File: config.mk
export PLATFORM = sky130hd
export DESIGN_NAME = sub_pipe
export DESIGN_NICKNAME = d
export VERILOG_FILES = /design/src/rtl/sub_pipe_pkg.sv /design/src/rtl/sub_half_stage.sv /design/src/rtl/sub_pipe.sv
export SDC_FILE = /design/constraint.sdc
export NUM_CORES = 1
export LEC_CHECK = 0
export CAP_MARGIN = 0
export CORE_MARGIN = 4
export CORE_UTILIZATION = 30
export DETAILED_ROUTE_END_ITERATION = 8
export PLACE_DENSITY = 0.61
export SLEW_MARGIN = 20
export SYNTH_ARGS = -nofsm -noshare
export SYNTH_HDL_FRONTEND = slang
export SYNTH_SLANG_ARGS = --single-unit
File: constraint.sdc
create_clock -name clk -period 3.3 [get_ports clk]
set_input_delay 0.66 -clock clk [delete_from_list [all_inputs] [get_ports clk]]
set_output_delay 0.66 -clock clk [all_outputs]
set_load 0.01 [all_outputs]
File: src/rtl/sub_pipe_pkg.sv
// Shared constants for the two-stage subtract pipeline: default width,
// flag bit positions and the encodings of the two per-beat mode bits.
package sub_pipe_pkg;

    localparam int unsigned DEFAULT_WIDTH = 8;

    // Bit positions inside the 4-bit flags word {neg, zero, ovf, borrow}
    localparam int unsigned FLAG_BORROW = 0;
    localparam int unsigned FLAG_OVF    = 1;
    localparam int unsigned FLAG_ZERO   = 2;
    localparam int unsigned FLAG_NEG    = 3;
    localparam int unsigned FLAG_W      = 4;

    // Interpretation of the operands
    typedef enum logic {
        ARITH_UNSIGNED = 1'b0,
        ARITH_SIGNED   = 1'b1
    } arith_mode_e;

    // Behaviour when the result is out of range
    typedef enum logic {
        OVF_WRAP     = 1'b0,
        OVF_SATURATE = 1'b1
    } ovf_mode_e;

endpackage

File: src/rtl/sub_half_stage.sv
// N-bit subtractor slice with borrow chaining; one instance per pipeline stage.
module sub_half_stage #(
    parameter int unsigned N = 4
) (
    input  logic [N-1:0] a_i,
    input  logic [N-1:0] b_i,
    input  logic         bin_i,
    output logic [N-1:0] diff_o,
    output logic         bout_o
);

    logic [N:0] wide;

    // Extend by one bit: the extra MSB of the difference is the borrow-out
    always_comb begin
        wide = {1'b0, a_i} - {1'b0, b_i} - {{N{1'b0}}, bin_i};
    end

    assign diff_o = wide[N-1:0];
    assign bout_o = wide[N];

endmodule

File: src/rtl/sub_pipe.sv
// Two-stage pipelined subtractor A - B with signed/unsigned and
// wrap/saturate modes carried per beat, valid/ready on both sides.
// Stage 1 subtracts the low HALF bits; stage 2 finishes the high bits,
// then derives flags and applies saturation.
module sub_pipe
    import sub_pipe_pkg::*;
#(
    parameter int unsigned WIDTH = DEFAULT_WIDTH,
    // Derived low-slice width; leave at its default
    parameter int unsigned HALF  = WIDTH / 2
) (
    input  logic              clk,
    input  logic              rst,
    input  logic              in_valid,
    output logic              in_ready,
    input  logic [WIDTH-1:0]  A,
    input  logic [WIDTH-1:0]  B,
    input  logic              sgn,
    input  logic              sat,
    output logic              out_valid,
    input  logic              out_ready,
    output logic [WIDTH-1:0]  RES,
    output logic [FLAG_W-1:0] flags
);

    localparam int unsigned HI = WIDTH - HALF;
    localparam logic [WIDTH-1:0] SMAX = {1'b0, {(WIDTH-1){1'b1}}};
    localparam logic [WIDTH-1:0] SMIN = {1'b1, {(WIDTH-1){1'b0}}};

    // Stage 1 registers
    logic              s1_valid_q,  s1_valid_d;
    logic [HALF-1:0]   s1_lo_q,     s1_lo_d;
    logic              s1_borrow_q, s1_borrow_d;
    logic [HI-1:0]     s1_ahi_q,    s1_ahi_d;
    logic [HI-1:0]     s1_bhi_q,    s1_bhi_d;
    arith_mode_e       s1_sgn_q,    s1_sgn_d;
    ovf_mode_e         s1_sat_q,    s1_sat_d;

    // Stage 2 registers (drive the outputs directly)
    logic              s2_valid_q,  s2_valid_d;
    logic [WIDTH-1:0]  res_q,       res_d;
    logic [FLAG_W-1:0] flags_q,     flags_d;

    logic              en;
    logic [HALF-1:0]   lo_diff;
    logic              lo_bout;
    logic [HI-1:0]     hi_diff;
    logic              hi_bout;
    logic [WIDTH-1:0]  raw;
    logic [WIDTH-1:0]  fin;
    logic              a_neg, b_neg, ovf;

    // Single advance enable: the whole pipe moves or the whole pipe holds
    assign en        = !s2_valid_q || out_ready;
    assign in_ready  = en;
    assign out_valid = s2_valid_q;
    assign RES       = res_q;
    assign flags     = flags_q;

    sub_half_stage #(.N(HALF)) u_lo (
        .a_i    (A[HALF-1:0]),
        .b_i    (B[HALF-1:0]),
        .bin_i  (1'b0),
        .diff_o (lo_diff),
        .bout_o (lo_bout)
    );

    sub_half_stage #(.N(HI)) u_hi (
        .a_i    (s1_ahi_q),
        .b_i    (s1_bhi_q),
        .bin_i  (s1_borrow_q),
        .diff_o (hi_diff),
        .bout_o (hi_bout)
    );

    // Stage 1 next state: capture low-slice result, high operands and modes
    always_comb begin
        s1_valid_d  = s1_valid_q;
        s1_lo_d     = s1_lo_q;
        s1_borrow_d = s1_borrow_q;
        s1_ahi_d    = s1_ahi_q;
        s1_bhi_d    = s1_bhi_q;
        s1_sgn_d    = s1_sgn_q;
        s1_sat_d    = s1_sat_q;
        if (en) begin
            s1_valid_d = in_valid;
            if (in_valid) begin
                s1_lo_d     = lo_diff;
                s1_borrow_d = lo_bout;
                s1_ahi_d    = A[WIDTH-1:HALF];
                s1_bhi_d    = B[WIDTH-1:HALF];
                s1_sgn_d    = arith_mode_e'(sgn);
                s1_sat_d    = ovf_mode_e'(sat);
            end
        end
    end

    // Stage 2 datapath: full raw difference, overflow, saturation
    always_comb begin
        raw   = {hi_diff, s1_lo_q};
        a_neg = s1_ahi_q[HI-1];
        b_neg = s1_bhi_q[HI-1];
        ovf   = (a_neg ^ b_neg) & (raw[WIDTH-1] ^ a_neg);
        fin   = raw;
        if (s1_sat_q == OVF_SATURATE) begin
            if (s1_sgn_q == ARITH_UNSIGNED) begin
                if (hi_bout) fin = '0;
            end else if (ovf) begin
                fin = a_neg ? SMIN : SMAX;
            end
        end
    end

    // Stage 2 next state: result and flags follow the beat out of stage 1
    always_comb begin
        s2_valid_d = s2_valid_q;
        res_d      = res_q;
        flags_d    = flags_q;
        if (en) begin
            s2_valid_d = s1_valid_q;
            if (s1_valid_q) begin
                res_d                = fin;
                flags_d              = '0;
                flags_d[FLAG_BORROW] = hi_bout;
                flags_d[FLAG_OVF]    = ovf;
                flags_d[FLAG_ZERO]   = (fin == '0);
                flags_d[FLAG_NEG]    = (s1_sgn_q == ARITH_SIGNED) & fin[WIDTH-1];
            end
        end
    end

    // Stage 1 register bank
    always_ff @(posedge clk or posedge rst) begin
        if (rst) begin
            s1_valid_q  <= 1'b0;
            s1_lo_q     <= '0;
            s1_borrow_q <= 1'b0;
            s1_ahi_q    <= '0;
            s1_bhi_q    <= '0;
            s1_sgn_q    <= ARITH_UNSIGNED;
            s1_sat_q    <= OVF_WRAP;
        end else begin
            s1_valid_q  <= s1_valid_d;
            s1_lo_q     <= s1_lo_d;
            s1_borrow_q <= s1_borrow_d;
            s1_ahi_q    <= s1_ahi_d;
            s1_bhi_q    <= s1_bhi_d;
            s1_sgn_q    <= s1_sgn_d;
            s1_sat_q    <= s1_sat_d;
        end
    end

    // Stage 2 register bank
    always_ff @(posedge clk or posedge rst) begin
        if (rst) begin
            s2_valid_q <= 1'b0;
            res_q      <= '0;
            flags_q    <= '0;
        end else begin
            s2_valid_q <= s2_valid_d;
            res_q      <= res_d;
            flags_q    <= flags_d;
        end
    end

endmodule
== After elaboration in Yosys (flattened, before gate mapping) ==
Cells that the tools add are included.

* Memory bits (read-only): 0
* Memories: 0
* Register bits after elaboration: 29
* Output and inout bits: 14
* Bits in writable memories: 0
* Bits in latches: 0
* Input bits: 22
* Word-level logic and storage cells: 27

* Bitwise operators: 4
* Mux-type cells: 5
* Div/mod/pow operators: 0
* Multiply operators: 0
* $lt $le $gt $ge: 0
* Reduce and logical (&&, ||, !) cells: 5
* Eq/ne operators: 0
* Add/subtract/negate cells: 3
* Shift operators: 0

{| class="wikitable"
|+ Operators with widths
! kind !! count
|-
| 2-to-1 mux 8 bit || 5
|-
| subtractor 4 x 4 -> 5 bit || 2
|-
| zero test 8 bit || 1
|-
| subtractor 5 x 1 -> 5 bit || 1
|-
| AND reduction 2 bit || 2
|-
| bitwise AND 1 bit || 2
|-
| XOR 1 bit || 2
|-
| zero test 1 bit || 1
|-
| logical OR 1 bit || 1
|}

== Longest topological paths before layout ==
* Depth in word-level cells: 8
* Gate-level depth with buffers: 11
* Depth with buffers taken out: 10

== Modules after synthesis ==
Synthesis repeated with hierarchy kept, for this count alone.

* Cells, all modules: 158
* Area, all modules: 1675.4 µm²

{| class="wikitable"
|+ By module, submodules not included
! module !! area each (µm²) !! cells each !! seq. area each (µm²) !! instances
|-
| sub_pipe || 1260.0 || 110 || 725.7 || 1
|-
| sub_half_stage || 207.7 || 24 || 0.0 || 2
|}

== Worst setup path before layout ==
No wires, ideal clock.

* Path kind: reg2reg
* Start: register s1_borrow_q
* End: register flags_q[2] (netlist: flags[2])
* Setup time: 0.067 ns
* Path buffers: 0
* Data arrival time: 2.409 ns
* Cell stages (with the launch flop): 8
* Period minus slack after synthesis: 2.476 ns
* Required time: 3.233 ns
* Path slack: 0.824 ns
* Cell sequence: dfrtp_1 > inv_1 > fa_1 > fa_1 > or4_1 > or4_1 > o21bai_1 > a32o_1

* Cells in the longest elaborated chain, start to end: 7
* Elaborated cells on any way between the ends: 8
* Classes of those cells: 1 x add/sub; 4 x mux; 2 x bitwise; 1 x reduce/logical

{| class="wikitable"
|+ RTL lines
! item !! RTL line !! text
|-
| start: declaration || sub_pipe.sv:33 || <nowiki>logic s1_borrow_q, s1_borrow_d;</nowiki>
|-
| start signal: assignment || sub_pipe.sv:145 || <nowiki>s1_borrow_q <= s1_borrow_d;</nowiki>
|-
| subtractor 5 x 1 -> 5 bit (*) || sub_half_stage.sv:16 || <nowiki>wide = {1'b0, a_i} - {1'b0, b_i} - {{N{1'b0}}, bin_i};</nowiki>
|-
| XOR 1 bit || sub_pipe.sv:103 || <nowiki>ovf = (a_neg ^ b_neg) & (raw[WIDTH-1] ^ a_neg);</nowiki>
|-
| bitwise AND 1 bit || sub_pipe.sv:103 ||
|-
| 2-to-1 mux 8 bit || sub_pipe.sv:108 || <nowiki>end else if (ovf) begin</nowiki>
|-
| 2-to-1 mux 8 bit || sub_pipe.sv:106 || <nowiki>if (s1_sgn_q == ARITH_UNSIGNED) begin</nowiki>
|-
| 2-to-1 mux 8 bit (*) || sub_pipe.sv:105 || <nowiki>if (s1_sat_q == OVF_SATURATE) begin</nowiki>
|-
| zero test 8 bit (*) || sub_pipe.sv:126 || <nowiki>flags_d[FLAG_ZERO] = (fin == '0);</nowiki>
|-
| end signal: assignment || sub_pipe.sv:162 || <nowiki>flags_q <= flags_d;</nowiki>
|-
| end: declaration || sub_pipe.sv:42 || <nowiki>logic [FLAG_W-1:0] flags_q, flags_d;</nowiki>
|}

Every way passes the cells marked *; elsewhere a longest branch is shown, timed or not.
A chain may end at the register's enable or synchronous reset.

== Final worst setup path ==
Ends and elaborated chain as after synthesis.

==> out/metrics.cfg <==
[global_routing]
grtUsageTotal_pct=10.11
grt_start_max_net_pins=30
grt_busiest_layer=met2
antenna_violations_before_repair=0
grt_pass1_wl_um=5133
grtUsageMet3_pct=3.215
groute.layer.met1.usage_pct=12.49
globalRouteMet2Util_pct=16.39
first_global_vias=1134
grt.overflow.total=0

[floorplanning]
fp.dieArea_um2=6525
chipHeight_um=80.78
row_count=26
die_x_um=80.78
ios=36
floorplan.core_area_um2=5107
starting_density_of_the_core_pct=31.11

[worst_setup_path]
arrival_ps=2740
critPathLaunchType=flop
setup.reg_to_reg.worst_slack_ps=730
critical_path_required_ps=3460
critPathCaptureType=flop
setup.worst_path.class=reg -> reg
timing.critical_path.fanout_max=3

[routing]
detail-route-antenna-nets=0
dr.pass1.iters=3
detail_route.iter0.violations=80
number_of_vias_in_the_routed_layout=1146
routed_wire_length_um=2920
avgViaCountPerCell=4.391
routedWlPerCell_um=11.19
detail_route.drc_violations=0

[placement]
placed_cells_incl_taps=253
total_cell_area_at_the_placement_stage_um2=2013
hpwl_um=2263
buffer_ports.inserted=35
gp_congestion=0.7405

[timing]
timing_hold_violations_final=0
final_setup_violating_endpoints=0
worst_tran_pin_value_ps=699.8
period_share_pct=77.94
finalClockSkew_ps=7.407
finalWorstPathRequiredPeriod_ps=2572
holdWs_ps=477.3
rsz0062_at_grt=no
slew-limit-headroom_pct=53.24
maxSlewViolCount=0
final.setup.tns_ps=0
timing.fmax_mhz=388.8

[power]
power.leakage_nw=0.9451
pwr_density_cell_nw_per_um2=675.0
worst_ir_drop_vdd_v=0.0002223
fin_total_pwr_mw=1.415

[final_layout]
syn_to_final_growth_pct=31.89
final_cell_area_um2=2096
fill_cells=525
ratio_of_cells_with_drive_above_1_in_the_final_layout_pct=11.52
final_nets=225
instances_no_fill=261
n_antenna_cell=0

[clocking]
cts.repair_timing.setup_buffer_count=0
clockBufferDepth=2
register_clock_pin_slew_on_the_reported_worst_setup_and_hold_paths_ps=60
tritoncts=built
cts_num_sinks=29
holdBufCountCts=0
h-tree-depth=2
cts.repair.resized=0
insertion_delay_ps=270
numCtsBuffers=5
cts_root_buffer=clkbuf_8

[yosys]
synth_async_sr_flop_share_pct=100.0
synth.top_cell.area_share_pct=45.67
post_synth.cell_area_avg_um2=10.45
ys.warnings.count=0
synthesis.instances=152
synth.cell_area_um2=1589
synth_edf_count=0
postSynthRegisterBits=29
synth-main-ff-cell=dfrtp_1
synth_common_cells=29 x dfrtp_1, 19 x inv_1, 19 x nand2_1
synth_fp_nets=187
dominant_cell_by_count_in_the_synthesized_netlist=dfrtp_1
synth.top_cells.by_area=dfrtp_1 46%, ha_1 7.9%, mux2_2 7.8%
synthDominantAreaCellType=dfrtp_1
ys_seq_area_share_pct=45.67
number_of_distinct_standard_cells_referenced_by_the_synthesized_netlist=32

[run_status]
run_status=finished, final reports clean

[run]
cap_violations=0

[hold_path]
hp-class=reg -> reg

## cell type report
type	count	area (um^2)	share of cell area [%]
clock buffers	6	72.57	3.463
clock inverters	2	10.01	0.4776
flip-flops and latches	29	725.7	34.63
repair buffers	36	357.8	17.07
well taps	70	87.58	4.179
multi-input cells	99	770.7	36.78
inverters	19	71.32	3.403
## per-layer routing
layer	part of all wire [%]	vias to the layer above
li1	-	585
met1	46	529
met2	47	27
met3	5.8	5
met4	1.2	0
met5	0	-
## state kept, by name, indices dropped and copies added, names as in the netlist
register	flops
out_valid	1
s1_sgn_q	1
s1_valid_q	1
s1_lo_q	4
flags	4
s1_borrow_q	1
RES	8
s1_bhi_q	4
s1_ahi_q	4
s1_sat_q	1
## kinds of logic after synthesis
group,synth area share [%]
buffers and inverters,5.827
AND/OR/NAND/NOR,11.65
XOR/XNOR,4.331
flip-flops,45.67
multiplexers,7.795
adder cells (fa/ha/maj),11.65
AO/OA/AOI/OAI,13.07
## through the flow
stage                     util [%]  setup WS, ps
final                        41.03         727.9
after global routing         41.03         533.7
after CTS                    41.03         707.2
after detailed placement     39.42         739.3
after global placement       39.42         760.1
after floorplan                  -         824.0
## critical path, stage by stage, from the launching register on
cell and delay (ps):
dfrtp_1 340, inv_1 60, fa_1 470, fa_1 410, nand2b_1 190, nand2_1 90
mux2_2 330, o211ai_1 150, a21boi_0 150, a32o_1 280
## worst paths after layout
path / startpoint / endpoint / depth (start not counted)
max: s1_borrow_q / flags[2] / 9
min: RES[6] / RES[6] / 2
max reg2reg: s1_borrow_q / flags[2] / 9
min reg2reg: RES[6] / RES[6] / 2
max in group asynchronous: rst / s1_bhi_q[2] / 3
min in group asynchronous: rst / s1_ahi_q[3] / 3
## cells in the final DEF, fill, tap and decap left out
| cell type | instances |
|---|---|
| a21boi_0 | 1 |
| a21o_1 | 1 |
| a21oi_1 | 2 |
| a21oi_2 | 1 |
| a22o_1 | 1 |
| a32o_1 | 1 |
| and2_1 | 1 |
| and3_1 | 2 |
| buf_4 | 1 |
| clkbuf_1 | 1 |
| clkbuf_8 | 5 |
| clkdlybuf4s50_1 | 35 |
| clkinv_2 | 2 |
| dfrtp_1 | 29 |
| fa_1 | 3 |
| ha_1 | 10 |
| inv_1 | 19 |
| mux2_2 | 11 |
| nand2_1 | 19 |
| nand2b_1 | 4 |
| nand3b_1 | 1 |
| nor2_1 | 9 |
| nor2b_1 | 1 |
| nor3b_1 | 1 |
| o211ai_1 | 1 |
| o21ai_0 | 9 |
| o21ai_1 | 1 |
| o21bai_1 | 1 |
| o22a_1 | 2 |
| o31ai_1 | 6 |
| o32ai_4 | 1 |
| or4_1 | 2 |
| xnor2_1 | 2 |
| xor2_1 | 4 |
| xor2_2 | 1 |
## power breakdown
part           switching [mW]  internal (mW)  leakage [nW]
registers              0.0685          0.457         0.352
clock network           0.132          0.146        0.0450
logic                   0.288          0.323         0.548
total                   0.489          0.926         0.945
Note: power is estimated with default switching activity, not from simulation.
